## src/rtl/enc_pkg.sv

```systemverilog
// enc_pkg: shared RV32I encoding constants for the instruction encoder and
// the decode controller. Holds the mnemonic enum, the opcode/funct3/funct7
// field values, the internal format selector and the canonical NOP word.
package enc_pkg;

  typedef enum logic [4:0] {
    MN_ADD   = 5'd0,
    MN_SUB   = 5'd1,
    MN_AND   = 5'd2,
    MN_OR    = 5'd3,
    MN_SLT   = 5'd4,
    MN_SLTU  = 5'd5,
    MN_LW    = 5'd6,
    MN_ADDI  = 5'd7,
    MN_XORI  = 5'd8,
    MN_ORI   = 5'd9,
    MN_SLTI  = 5'd10,
    MN_SLTIU = 5'd11,
    MN_JALR  = 5'd12,
    MN_SW    = 5'd13,
    MN_JAL   = 5'd14,
    MN_BEQ   = 5'd15,
    MN_BNE   = 5'd16,
    MN_BLT   = 5'd17,
    MN_BGE   = 5'd18,
    MN_LUI   = 5'd19
  } mnem_e;

  // Instruction layout families; selects immediate scatter and range rule.
  typedef enum logic [2:0] {
    FMT_R = 3'd0,
    FMT_I = 3'd1,
    FMT_S = 3'd2,
    FMT_B = 3'd3,
    FMT_J = 3'd4,
    FMT_U = 3'd5
  } fmt_e;

  localparam logic [6:0] OPC_R      = 7'b0110011;
  localparam logic [6:0] OPC_LOAD   = 7'b0000011;
  localparam logic [6:0] OPC_IALU   = 7'b0010011;
  localparam logic [6:0] OPC_JALR   = 7'b1100111;
  localparam logic [6:0] OPC_STORE  = 7'b0100011;
  localparam logic [6:0] OPC_JAL    = 7'b1101111;
  localparam logic [6:0] OPC_BRANCH = 7'b1100011;
  localparam logic [6:0] OPC_LUI    = 7'b0110111;

  localparam logic [2:0] F3_ADD  = 3'b000;
  localparam logic [2:0] F3_AND  = 3'b111;
  localparam logic [2:0] F3_OR   = 3'b110;
  localparam logic [2:0] F3_SLT  = 3'b010;
  localparam logic [2:0] F3_SLTU = 3'b011;
  localparam logic [2:0] F3_XOR  = 3'b100;
  localparam logic [2:0] F3_BNE  = 3'b001;
  localparam logic [2:0] F3_BGE  = 3'b101;

  localparam logic [6:0] F7_ZERO = 7'b0000000;
  localparam logic [6:0] F7_SUB  = 7'b0100000;

  // addi x0,x0,0
  localparam logic [31:0] NOP_WORD = 32'h0000_0013;

endpackage

```

## src/rtl/instr_enc_core.sv

```systemverilog
// instr_enc_core: purely combinational RV32I encoder. Maps a mnemonic,
// register numbers and immediate to a 32-bit word plus an error flag.
// Macro ENC_ERR_NOP_EN: when defined, every errored request yields NOP_WORD
// instead of the truncated encoding.
module instr_enc_core
  import enc_pkg::*;
(
  input  logic [4:0]  mnem_i,
  input  logic [4:0]  rd_i,
  input  logic [4:0]  rs1_i,
  input  logic [4:0]  rs2_i,
  input  logic [31:0] imm_i,
  output logic [31:0] word_o,
  output logic        err_o
);

  logic [6:0]         opcode;
  logic [2:0]         funct3;
  logic [6:0]         funct7;
  fmt_e               fmt;
  logic               legalMnem;
  logic               immErr;
  logic [31:0]        rawWord;
  logic signed [31:0] immS;

  assign immS = $signed(imm_i);

  // Mnemonic lookup: format, opcode and function fields.
  always_comb begin
    opcode    = OPC_R;
    funct3    = F3_ADD;
    funct7    = F7_ZERO;
    fmt       = FMT_R;
    legalMnem = 1'b1;
    case (mnem_i)
      MN_ADD:   ;
      MN_SUB:   funct7 = F7_SUB;
      MN_AND:   funct3 = F3_AND;
      MN_OR:    funct3 = F3_OR;
      MN_SLT:   funct3 = F3_SLT;
      MN_SLTU:  funct3 = F3_SLTU;
      MN_LW:    begin fmt = FMT_I; opcode = OPC_LOAD;   funct3 = F3_SLT;  end
      MN_ADDI:  begin fmt = FMT_I; opcode = OPC_IALU;   funct3 = F3_ADD;  end
      MN_XORI:  begin fmt = FMT_I; opcode = OPC_IALU;   funct3 = F3_XOR;  end
      MN_ORI:   begin fmt = FMT_I; opcode = OPC_IALU;   funct3 = F3_OR;   end
      MN_SLTI:  begin fmt = FMT_I; opcode = OPC_IALU;   funct3 = F3_SLT;  end
      MN_SLTIU: begin fmt = FMT_I; opcode = OPC_IALU;   funct3 = F3_SLTU; end
      MN_JALR:  begin fmt = FMT_I; opcode = OPC_JALR;   funct3 = F3_ADD;  end
      MN_SW:    begin fmt = FMT_S; opcode = OPC_STORE;  funct3 = F3_SLT;  end
      MN_JAL:   begin fmt = FMT_J; opcode = OPC_JAL;                      end
      MN_BEQ:   begin fmt = FMT_B; opcode = OPC_BRANCH; funct3 = F3_ADD;  end
      MN_BNE:   begin fmt = FMT_B; opcode = OPC_BRANCH; funct3 = F3_BNE;  end
      MN_BLT:   begin fmt = FMT_B; opcode = OPC_BRANCH; funct3 = F3_XOR;  end
      MN_BGE:   begin fmt = FMT_B; opcode = OPC_BRANCH; funct3 = F3_BGE;  end
      MN_LUI:   begin fmt = FMT_U; opcode = OPC_LUI;                      end
      default:  legalMnem = 1'b0;
    endcase
  end

  // Immediate range and alignment rule for the selected format.
  always_comb begin
    immErr = 1'b0;
    case (fmt)
      FMT_I, FMT_S: immErr = (immS < -32'sd2048) || (immS > 32'sd2047);
      FMT_B:        immErr = (immS < -32'sd4096) || (immS > 32'sd4094) || imm_i[0];
      FMT_J:        immErr = (immS < -32'sd1048576) || (immS > 32'sd1048574) || imm_i[0];
      FMT_U:        immErr = (imm_i[11:0] != 12'd0);
      default:      immErr = 1'b0;
    endcase
  end

  // Field assembly; out-of-range immediates are simply truncated here.
  always_comb begin
    rawWord = 32'd0;
    case (fmt)
      FMT_R: rawWord = {funct7, rs2_i, rs1_i, funct3, rd_i, opcode};
      FMT_I: rawWord = {imm_i[11:0], rs1_i, funct3, rd_i, opcode};
      FMT_S: rawWord = {imm_i[11:5], rs2_i, rs1_i, funct3, imm_i[4:0], opcode};
      FMT_B: rawWord = {imm_i[12], imm_i[10:5], rs2_i, rs1_i, funct3,
                        imm_i[4:1], imm_i[11], opcode};
      FMT_J: rawWord = {imm_i[20], imm_i[10:1], imm_i[11], imm_i[19:12], rd_i, opcode};
      FMT_U: rawWord = {imm_i[31:12], rd_i, opcode};
      default: rawWord = 32'd0;
    endcase
  end

  assign err_o = !legalMnem || immErr;

  // Final word selection for illegal or errored requests.
  always_comb begin
`ifdef ENC_ERR_NOP_EN
    word_o = err_o ? NOP_WORD : rawWord;
`else
    word_o = legalMnem ? rawWord : 32'd0;
`endif
  end

endmodule

```

## src/rtl/instr_encoder.sv

```systemverilog
// instr_encoder: registered valid/ready wrapper around instr_enc_core.
// Owns the single output register, the byte-address counter and the
// saturating error counter. Macro ENC_ERR_NOP_EN (passed to the core)
// replaces errored words with a NOP.
module instr_encoder
  import enc_pkg::*;
#(
  parameter int unsigned ADDR_W     = 32,
  parameter int unsigned START_ADDR = 0,
  parameter int unsigned ERRCNT_W   = 8
) (
  input  logic                clk,
  input  logic                rst_n,
  input  logic                clear,
  input  logic                in_valid,
  output logic                in_ready,
  input  logic [4:0]          in_mnem,
  input  logic [4:0]          in_rd,
  input  logic [4:0]          in_rs1,
  input  logic [4:0]          in_rs2,
  input  logic [31:0]         in_imm,
  output logic                out_valid,
  input  logic                out_ready,
  output logic [31:0]         out_instr,
  output logic [ADDR_W-1:0]   out_addr,
  output logic                out_err,
  output logic [ERRCNT_W-1:0] err_cnt
);

  localparam logic [ADDR_W-1:0] START = ADDR_W'(START_ADDR);
  localparam logic [ADDR_W-1:0] STEP  = ADDR_W'(4);

  logic                outValid_q, outValid_d;
  logic [31:0]         outInstr_q, outInstr_d;
  logic [ADDR_W-1:0]   outAddr_q,  outAddr_d;
  logic                outErr_q,   outErr_d;
  logic [ERRCNT_W-1:0] errCnt_q,   errCnt_d;
  logic [31:0]         coreWord;
  logic                coreErr;
  logic                accept;
  logic                handshake;

  instr_enc_core u_core (
    .mnem_i (in_mnem),
    .rd_i   (in_rd),
    .rs1_i  (in_rs1),
    .rs2_i  (in_rs2),
    .imm_i  (in_imm),
    .word_o (coreWord),
    .err_o  (coreErr)
  );

  assign in_ready  = !clear && (!outValid_q || out_ready);
  assign accept    = in_valid && in_ready;
  assign handshake = outValid_q && out_ready;

  // Next state: clear wins over everything, otherwise retire then refill.
  always_comb begin
    outValid_d = outValid_q;
    outInstr_d = outInstr_q;
    outAddr_d  = outAddr_q;
    outErr_d   = outErr_q;
    errCnt_d   = errCnt_q;
    if (clear) begin
      outValid_d = 1'b0;
      outAddr_d  = START;
    end else begin
      if (handshake) begin
        outValid_d = 1'b0;
        outAddr_d  = outAddr_q + STEP;
        if (outErr_q && (errCnt_q != {ERRCNT_W{1'b1}})) begin
          errCnt_d = errCnt_q + 1'b1;
        end
      end
      if (accept) begin
        outValid_d = 1'b1;
        outInstr_d = coreWord;
        outErr_d   = coreErr;
      end
    end
  end

  // Output register, address counter and error counter state.
  always_ff @(posedge clk or negedge rst_n) begin
    if (!rst_n) begin
      outValid_q <= 1'b0;
      outInstr_q <= 32'd0;
      outAddr_q  <= START;
      outErr_q   <= 1'b0;
      errCnt_q   <= '0;
    end else begin
      outValid_q <= outValid_d;
      outInstr_q <= outInstr_d;
      outAddr_q  <= outAddr_d;
      outErr_q   <= outErr_d;
      errCnt_q   <= errCnt_d;
    end
  end

  assign out_valid = outValid_q;
  assign out_instr = outInstr_q;
  assign out_addr  = outAddr_q;
  assign out_err   = outErr_q;
  assign err_cnt   = errCnt_q;

endmodule

```

## config.mk

```make
export PLATFORM = sky130hd
export DESIGN_NAME = instr_encoder
export DESIGN_NICKNAME = d
export VERILOG_FILES = /design/src/rtl/enc_pkg.sv /design/src/rtl/instr_enc_core.sv /design/src/rtl/instr_encoder.sv
export SDC_FILE = /design/constraint.sdc
export NUM_CORES = 1
export LEC_CHECK = 0
export CORE_UTILIZATION = 35
export CTS_BUF_LIST = sky130_fd_sc_hd__clkbuf_2
export DETAILED_ROUTE_END_ITERATION = 7
export DONT_BUFFER_PORTS = 1
export GPL_TIMING_DRIVEN = 0
export PLACE_DENSITY = 0.57
export SLEW_MARGIN = 15
export SYNTH_ARGS = -nofsm -noshare
export SYNTH_HDL_FRONTEND = slang
export SYNTH_HIERARCHICAL = 1
export SYNTH_SLANG_ARGS = --single-unit
```

## constraint.sdc

```tcl
create_clock -name clk -period 2.3 [get_ports clk]
set_input_delay 0.345 -clock clk [delete_from_list [all_inputs] [get_ports clk]]
set_output_delay 0.345 -clock clk [all_outputs]
set_load 0.01 [all_outputs]
```

After elaboration in Yosys (flattened, before gate mapping)

Cells that the tools add are included.

Add/sub/neg operators: 2
$lt $le $gt $ge: 6
Equality and inequality tests: 25
Mux-type cells: 13
Bitwise logic cells: 1
Reductions and logical operators: 30

Operators with widths:

| operator                                                               | number |
|---|---|
| 32-bit case mux with 6 select lines                                    | 1 |
| 32-bit two-way mux                                                     | 3 |
| 7-bit case mux with 7 select lines                                     | 1 |
| 5-bit by 4-bit equality test with 1-bit output, second input constant  | 8 |
| 32-bit by 3-bit adder with 32-bit output, second input constant        | 1 |
| 32-bit by 12-bit > comparator with 1-bit output, second input constant | 1 |
| 32-bit by 13-bit > comparator with 1-bit output, second input constant | 1 |
| 32-bit by 21-bit > comparator with 1-bit output, second input constant | 1 |
| 32-bit by 12-bit < comparator with 1-bit output, second input constant | 1 |
| 32-bit by 13-bit < comparator with 1-bit output, second input constant | 1 |
| 32-bit by 21-bit < comparator with 1-bit output, second input constant | 1 |
| 3-bit case mux with 7 select lines                                     | 1 |
| 5-bit by 3-bit equality test with 1-bit output, second input constant  | 4 |
| 5-bit equality test, second input constant                             | 4 |
| 20-bit OR reduction                                                    | 1 |
| 3-bit case mux with 5 select lines                                     | 1 |
| 12-bit nonzero test                                                    | 1 |
| 5-bit by 2-bit equality test with 1-bit output, second input constant  | 2 |
| 8-bit by 1-bit adder with 8-bit output, second input constant          | 1 |
| 8-bit inequality test, second input constant                           | 1 |
| 2-bit OR reduction                                                     | 4 |
| 4-bit OR reduction                                                     | 2 |
| 1-bit logical OR                                                       | 7 |
| 7-bit OR reduction                                                     | 1 |
| other kinds (17)                                                       | 27 |

Register bits after elaboration: 74
Input port bits: 57

Depth between registers and ports, before layout

Depth in word-level cells: 7
Gate-level depth with buffers: 8
Mapped depth without buffers: 7

Cells and area by module

The synthesis kept the hierarchy.

Modules (own cells, without submodules):

| module         | times used | cells an instance | area each (um^2) | sequential area each (um^2) |
|---|---|---|---|---|
| instr_encoder  | 1          | 276               | 3266.9           | 1801.7 |
| instr_enc_core | 1          | 159               | 912.1            | 0.0 |

Worst setup path after synthesis

OpenSTA, ideal clock, no wires.

Path type: register -> register
Start: register outValid_q (netlist: out_valid)
End: register outErr_q (netlist: out_err)
Setup time: 125 ps
Arrival: 1657 ps
Required time: 2175 ps
Path slack: 519 ps
Stages on the path, launching flop included: 7
Buffers on the path: 2
Clock period less this slack: 1781 ps
Path through: dfrtp_1 -> and2b_1 -> nor2_1 -> and2_1 -> buf_2 -> buf_2 -> mux2_2

Word-level cells in the longest chain between the ends: 5

Ends and longest elaborated chain:

| what                                 | RTL line            | source |
|---|---|---|
| start, declared                      | instr_encoder.sv:33 | `logic outValid_q, outValid_d;` |
| start signal, assigned               | instr_encoder.sv:92 | `outValid_q <= outValid_d;` |
| 1-bit logical NOT                    | instr_encoder.sv:53 | `assign in_ready = !clear && (!outValid_q \|\| out_ready);` |
| 1-bit logical OR                     | instr_encoder.sv:53 |  |
| 1-bit logical AND                    | instr_encoder.sv:53 |  |
| net in_ready                         | instr_encoder.sv:16 | `output logic in_ready,` |
| 1-bit logical AND                    | instr_encoder.sv:54 | `assign accept = in_valid && in_ready;` |
| 2-bit AND reduction (no source line) | -                   |  |
| end signal, assigned                 | instr_encoder.sv:95 | `outErr_q <= outErr_d;` |
| end, declared                        | instr_encoder.sv:36 | `logic outErr_q, outErr_d;` |

The timed path passes the listed nets, and every way through them passes these cells.
A chain may end at the register's enable or synchronous reset.

Worst setup path in the final report

Start: register outValid_q (netlist: out_valid)
End: register outInstr_q[22] (netlist: out_instr[22])

Word-level cells in the longest chain between the ends: 5

Ends and longest elaborated chain:

| what                                 | RTL line            | source |
|---|---|---|
| 1-bit logical NOT                    | instr_encoder.sv:53 |  |
| 1-bit logical OR                     | instr_encoder.sv:53 |  |
| 1-bit logical AND                    | instr_encoder.sv:53 |  |
| net in_ready                         | instr_encoder.sv:16 |  |
| 1-bit logical AND                    | instr_encoder.sv:54 |  |
| 2-bit AND reduction (no source line) | -                   |  |
| end signal, assigned                 | instr_encoder.sv:93 | `outInstr_q <= outInstr_d;` |
| end, declared                        | instr_encoder.sv:34 | `logic [31:0] outInstr_q, outInstr_d;` |

The timed path passes the listed nets, and every way through them passes these cells.

==> flow_metrics.env <==
export IMPL_yosys_warnings=6
export IMPL_switching_power_w=0.0008272
export IMPL_grt_first_pass_wirelength_mm=19.62
export IMPL_number_of_antenna_violations_at_the_first_check_in_global_routing=0
export IMPL_max_slew_worst_pin_slew_ns=0.6736
export IMPL_yosysTopAreaCellShare_pct=43.11
export IMPL_timing_clock_skew_ns=0.02680
export IMPL_cts_root_buf="sky130_fd_sc_hd__clkbuf_2"
export IMPL_synth_top_cells_by_area="sky130_fd_sc_hd__dfrtp_1 (43%), sky130_fd_sc_hd__mux2_2 (9.4%), sky130_fd_sc_hd__a21oi_1 (4.8%), sky130_fd_sc_hd__nand2_1 (3.0%), sky130_fd_sc_hd__nand3_1 (2.9%)"
export IMPL_crit_path_cell_trace="and2b_1, nor2_2, and2_1, buf_2, buf_2, mux2_2"
export IMPL_post_route_drc_count=22
export IMPL_buffer_ports_inserted=0
export IMPL_timing_critical_path_slowest_stage_cell="sky130_fd_sc_hd__dfrtp_1"
export IMPL_syn_area_sq_um=4179
export IMPL_grt_start_max_net_pins=73
export IMPL_crit_fanout=10
export IMPL_timing_final_setup_violations=0
export IMPL_antenna_left=0
export IMPL_top_level_ports=132
export IMPL_power_switching_share_pct=31.20
export IMPL_avgSynthCellArea_sq_um=9.607
export IMPL_cpPeakStageDelay_ns=0.54
export IMPL_pwr_share_clk_pct=26.2
export IMPL_failed_checks="design-rule violations"
export IMPL_synth_top_cells_by_count="sky130_fd_sc_hd__dfrtp_1 (72), sky130_fd_sc_hd__a21oi_1 (40), sky130_fd_sc_hd__mux2_2 (35)"
export IMPL_ys_seq_elements=72
export IMPL_synthDistinctLibCells=57
export IMPL_power_ir_vdd_worst_uv=374.1
export IMPL_layout_drive_gt1_share_pct=17.20
export IMPL_worst_ep_required_time_ns=2.73
export IMPL_synth_largest_area_cell="sky130_fd_sc_hd__dfrtp_1"
export IMPL_design_final_nets=521
export IMPL_hold_path_class="in -> reg"
export IMPL_maxCapViolations=0
export IMPL_synth_cells=435
export IMPL_maximum_clock_path_buffer_count=2
export IMPL_areaGrowthSynthToFinish_pct=10.78
export IMPL_arrival_ns=2.52
export IMPL_ys_dominant_reg_cell="sky130_fd_sc_hd__dfrtp_1"
export IMPL_dpl_cell_area_sq_um=4362
export IMPL_fp_coreArea_sq_um=11520
export IMPL_worst_path_most_repeated_cell="sky130_fd_sc_hd__buf_2"
export IMPL_n_fill_cell=1166
export IMPL_wirelength_mm=12.17
export IMPL_rows=39
export IMPL_cts_inserted_buffers=9
export IMPL_worstSetupStartpointType="register"
export IMPL_endpoint_kind="register"
export IMPL_power_density_nw_per_um2=572.6
export IMPL_asyncSetResetFlopFracSynth_pct=100.0
export IMPL_grt_overflow=0
export IMPL_multi_input_area_sq_um=2183
export IMPL_finalMaxSlewViolations=0
export IMPL_power_internal_w=0.001824
export IMPL_type_of_the_worst_setup_path="reg -> reg"
export IMPL_die_x_microns=111.3
export IMPL_post_synth_edffs=0
export IMPL_highest_clock_frequency_the_design_can_meet_mhz=479.6
export IMPL_vias_per_cell=5.939
export IMPL_seqPwrFrac_pct=59.0
export IMPL_post_cts_repair_setup_buffers=0
export IMPL_run_status="finished, violations left"
export IMPL_final_cell_area_sq_um=4629
export IMPL_groute_usage_overall_pct=20.45
export IMPL_finalWeightedCongestion=0.8783
export IMPL_die_area_sq_um=12380
export IMPL_worst_skew_pair_late_latency_ns=0.55
export IMPL_final_period_utilization_pct=90.66
export IMPL_slew_limit_headroom_pct=54.92
export IMPL_combinationalPowerShare_pct=14.8
export IMPL_synth_seq_area_share_pct=43.11
export IMPL_cts_sink_count=72
export IMPL_final_period_minus_worst_setup_slack_ns=2.085
export IMPL_register_area_sq_um=1802
export IMPL_timing_critical_path_buf_inv=2
export IMPL_yosys_cell_count_top_type="sky130_fd_sc_hd__dfrtp_1"
export IMPL_drtPass1Iterations=8
export IMPL_initial_utilization_pct=36.29
export IMPL_worst_path_dominant_cell_family="simple AND/OR/NAND/NOR gates"
export IMPL_worst_setup_hold_path_clk_slew_ns=0.20
export IMPL_antenna_diode_count=0
export IMPL_hpwl_mm=8.783
export IMPL_setup_tns_ns=0
export IMPL_rsz0062_at_grt="no"
export IMPL_route_vias_total=3611
export IMPL_power_leakage_nw=1.919
export IMPL_grt_pass1_vias=3552
export IMPL_detailedRoute_firstIterationViolations=275
export IMPL_detail_route_wl_per_cell_microns=20.02
export IMPL_finalHoldViolCount=0
export IMPL_cts_tree="built"
export IMPL_htree_num_levels=3
export IMPL_floorplan_die_height_microns=111.3
[cell usage in the layout (no fill, tap or decap), drive strengths merged, types with 2 or more instances in the layout]
| cell | count |
|---|---|
| nand2b | 2 |
| clkinv | 3 |
| a222oi | 6 |
| nor2b | 2 |
| mux2 | 35 |
| conb | 2 |
| o31ai | 12 |
| or3 | 9 |
| dlygate4sd3 | 14 |
| and3 | 7 |
| xor2 | 8 |
| nor4 | 11 |
| nor2 | 30 |
| nand4 | 16 |
| o22ai | 4 |
| a21oi | 40 |
| and4 | 8 |
| or4 | 12 |
| nand2 | 34 |
| a211oi | 2 |
| a31oi | 2 |
| o21ai | 23 |
| nand3 | 26 |
| nor3 | 4 |
| a22o | 5 |
| clkbuf | 18 |
| inv | 8 |
| xnor2 | 10 |
| nand3b | 2 |
| and2 | 2 |
| buf | 21 |
| ha | 2 |
| dfrtp | 72 |
[path summary, 6_finish.rpt]
check,start,to,slack [ns],depth (start not counted)
min,in_rs1[3],out_instr[18]$_DFFE_PN0P_,0.09,3
min reg2reg,err_cnt[6]$_DFFE_PN0P_,err_cnt[6]$_DFFE_PN0P_,0.57,1
min in group asynchronous,rst_n,out_addr[11]$_DFFE_PN0N_,0.33,2
max,out_valid$_DFFE_PN0P_,out_instr[22]$_DFFE_PN0P_,0.21,6
max in group asynchronous,rst_n,out_instr[23]$_DFFE_PN0P_,1.63,2
max reg2reg,out_valid$_DFFE_PN0P_,out_instr[22]$_DFFE_PN0P_,0.21,6
[per-layer routing]
metal  share of wire, %  track usage (%)  vias to the layer above
met5                  0                0                        -
met4                2.3            9.550                        0
met3                8.3            6.452                       19
met2                 46            30.46                      159
met1                 44            26.91                     1743
li1                   -                -                     1690
[per-stage QoR]
stage	util [%]	setup slack, ns	hold slack (ns)	total power, W	instances
after detailed placement	37.87	0.1324	0.05154	0.001931	579
after floorplan	-	0.5188	0.04941	0.001824	436
final	40.20	0.2147	0.09118	0.002651	608
after CTS	40.18	0.05272	0.01466	0.002701	608
after global routing	40.20	0.05248	0.02274	0.002818	608
after global placement	37.87	0.1338	0.05244	0.001920	579
[cell families after synthesis]
logic type,count (synthesis),share of synthesized area (%)
adders and majority gates,2,0.5987
xor gates and xnor gates,18,3.772
and+or+nand+nor,169,22.99
muxes,35,9.431
AOI/OAI and AO/OA,102,15.21
buffers and inverters,36,4.790
DFF,72,43.11
other,1,0.08973
[sequential cells by signal (all words and copies together), names as in the netlist]
name	flops
err_cnt	8
out_addr	30
out_err	1
out_instr	32
out_valid	1
[power groups by stage]
stage               logic, W  registers, W  clock network (W)
floorplan           0.000277       0.00155                  0
detailed placement  0.000339       0.00159                  0
global route        0.000441       0.00159           0.000790
CTS                 0.000395       0.00157           0.000739
finish              0.000393       0.00156           0.000694
global placement    0.000331       0.00159                  0
[final cells by class]
type                    count  area share, %
multi-input cells         328          47.16
flip-flops and latches     72          38.92
well taps                 143          3.865
plain buffers              28          3.676
repair buffers             15          3.622
clock buffers              10          1.081
clock inverters             4          1.027
inverters                   8         0.6486
[repair_timing]
item / in CTS / in global routing
hold buffers: 15 / 0
gates resized for setup: 0 / 1
endpoints found under the hold margin: 81 / 0
endpoints found under the setup margin: 0 / 19
[tightest hold or removal path, stage by stage]
cell	delay, ns
sky130_fd_sc_hd__nand2_1	0.03
sky130_fd_sc_hd__a21oi_1	0.10
sky130_fd_sc_hd__mux2_2	0.15
No activity file was read; power rests on OpenSTA's default activity.
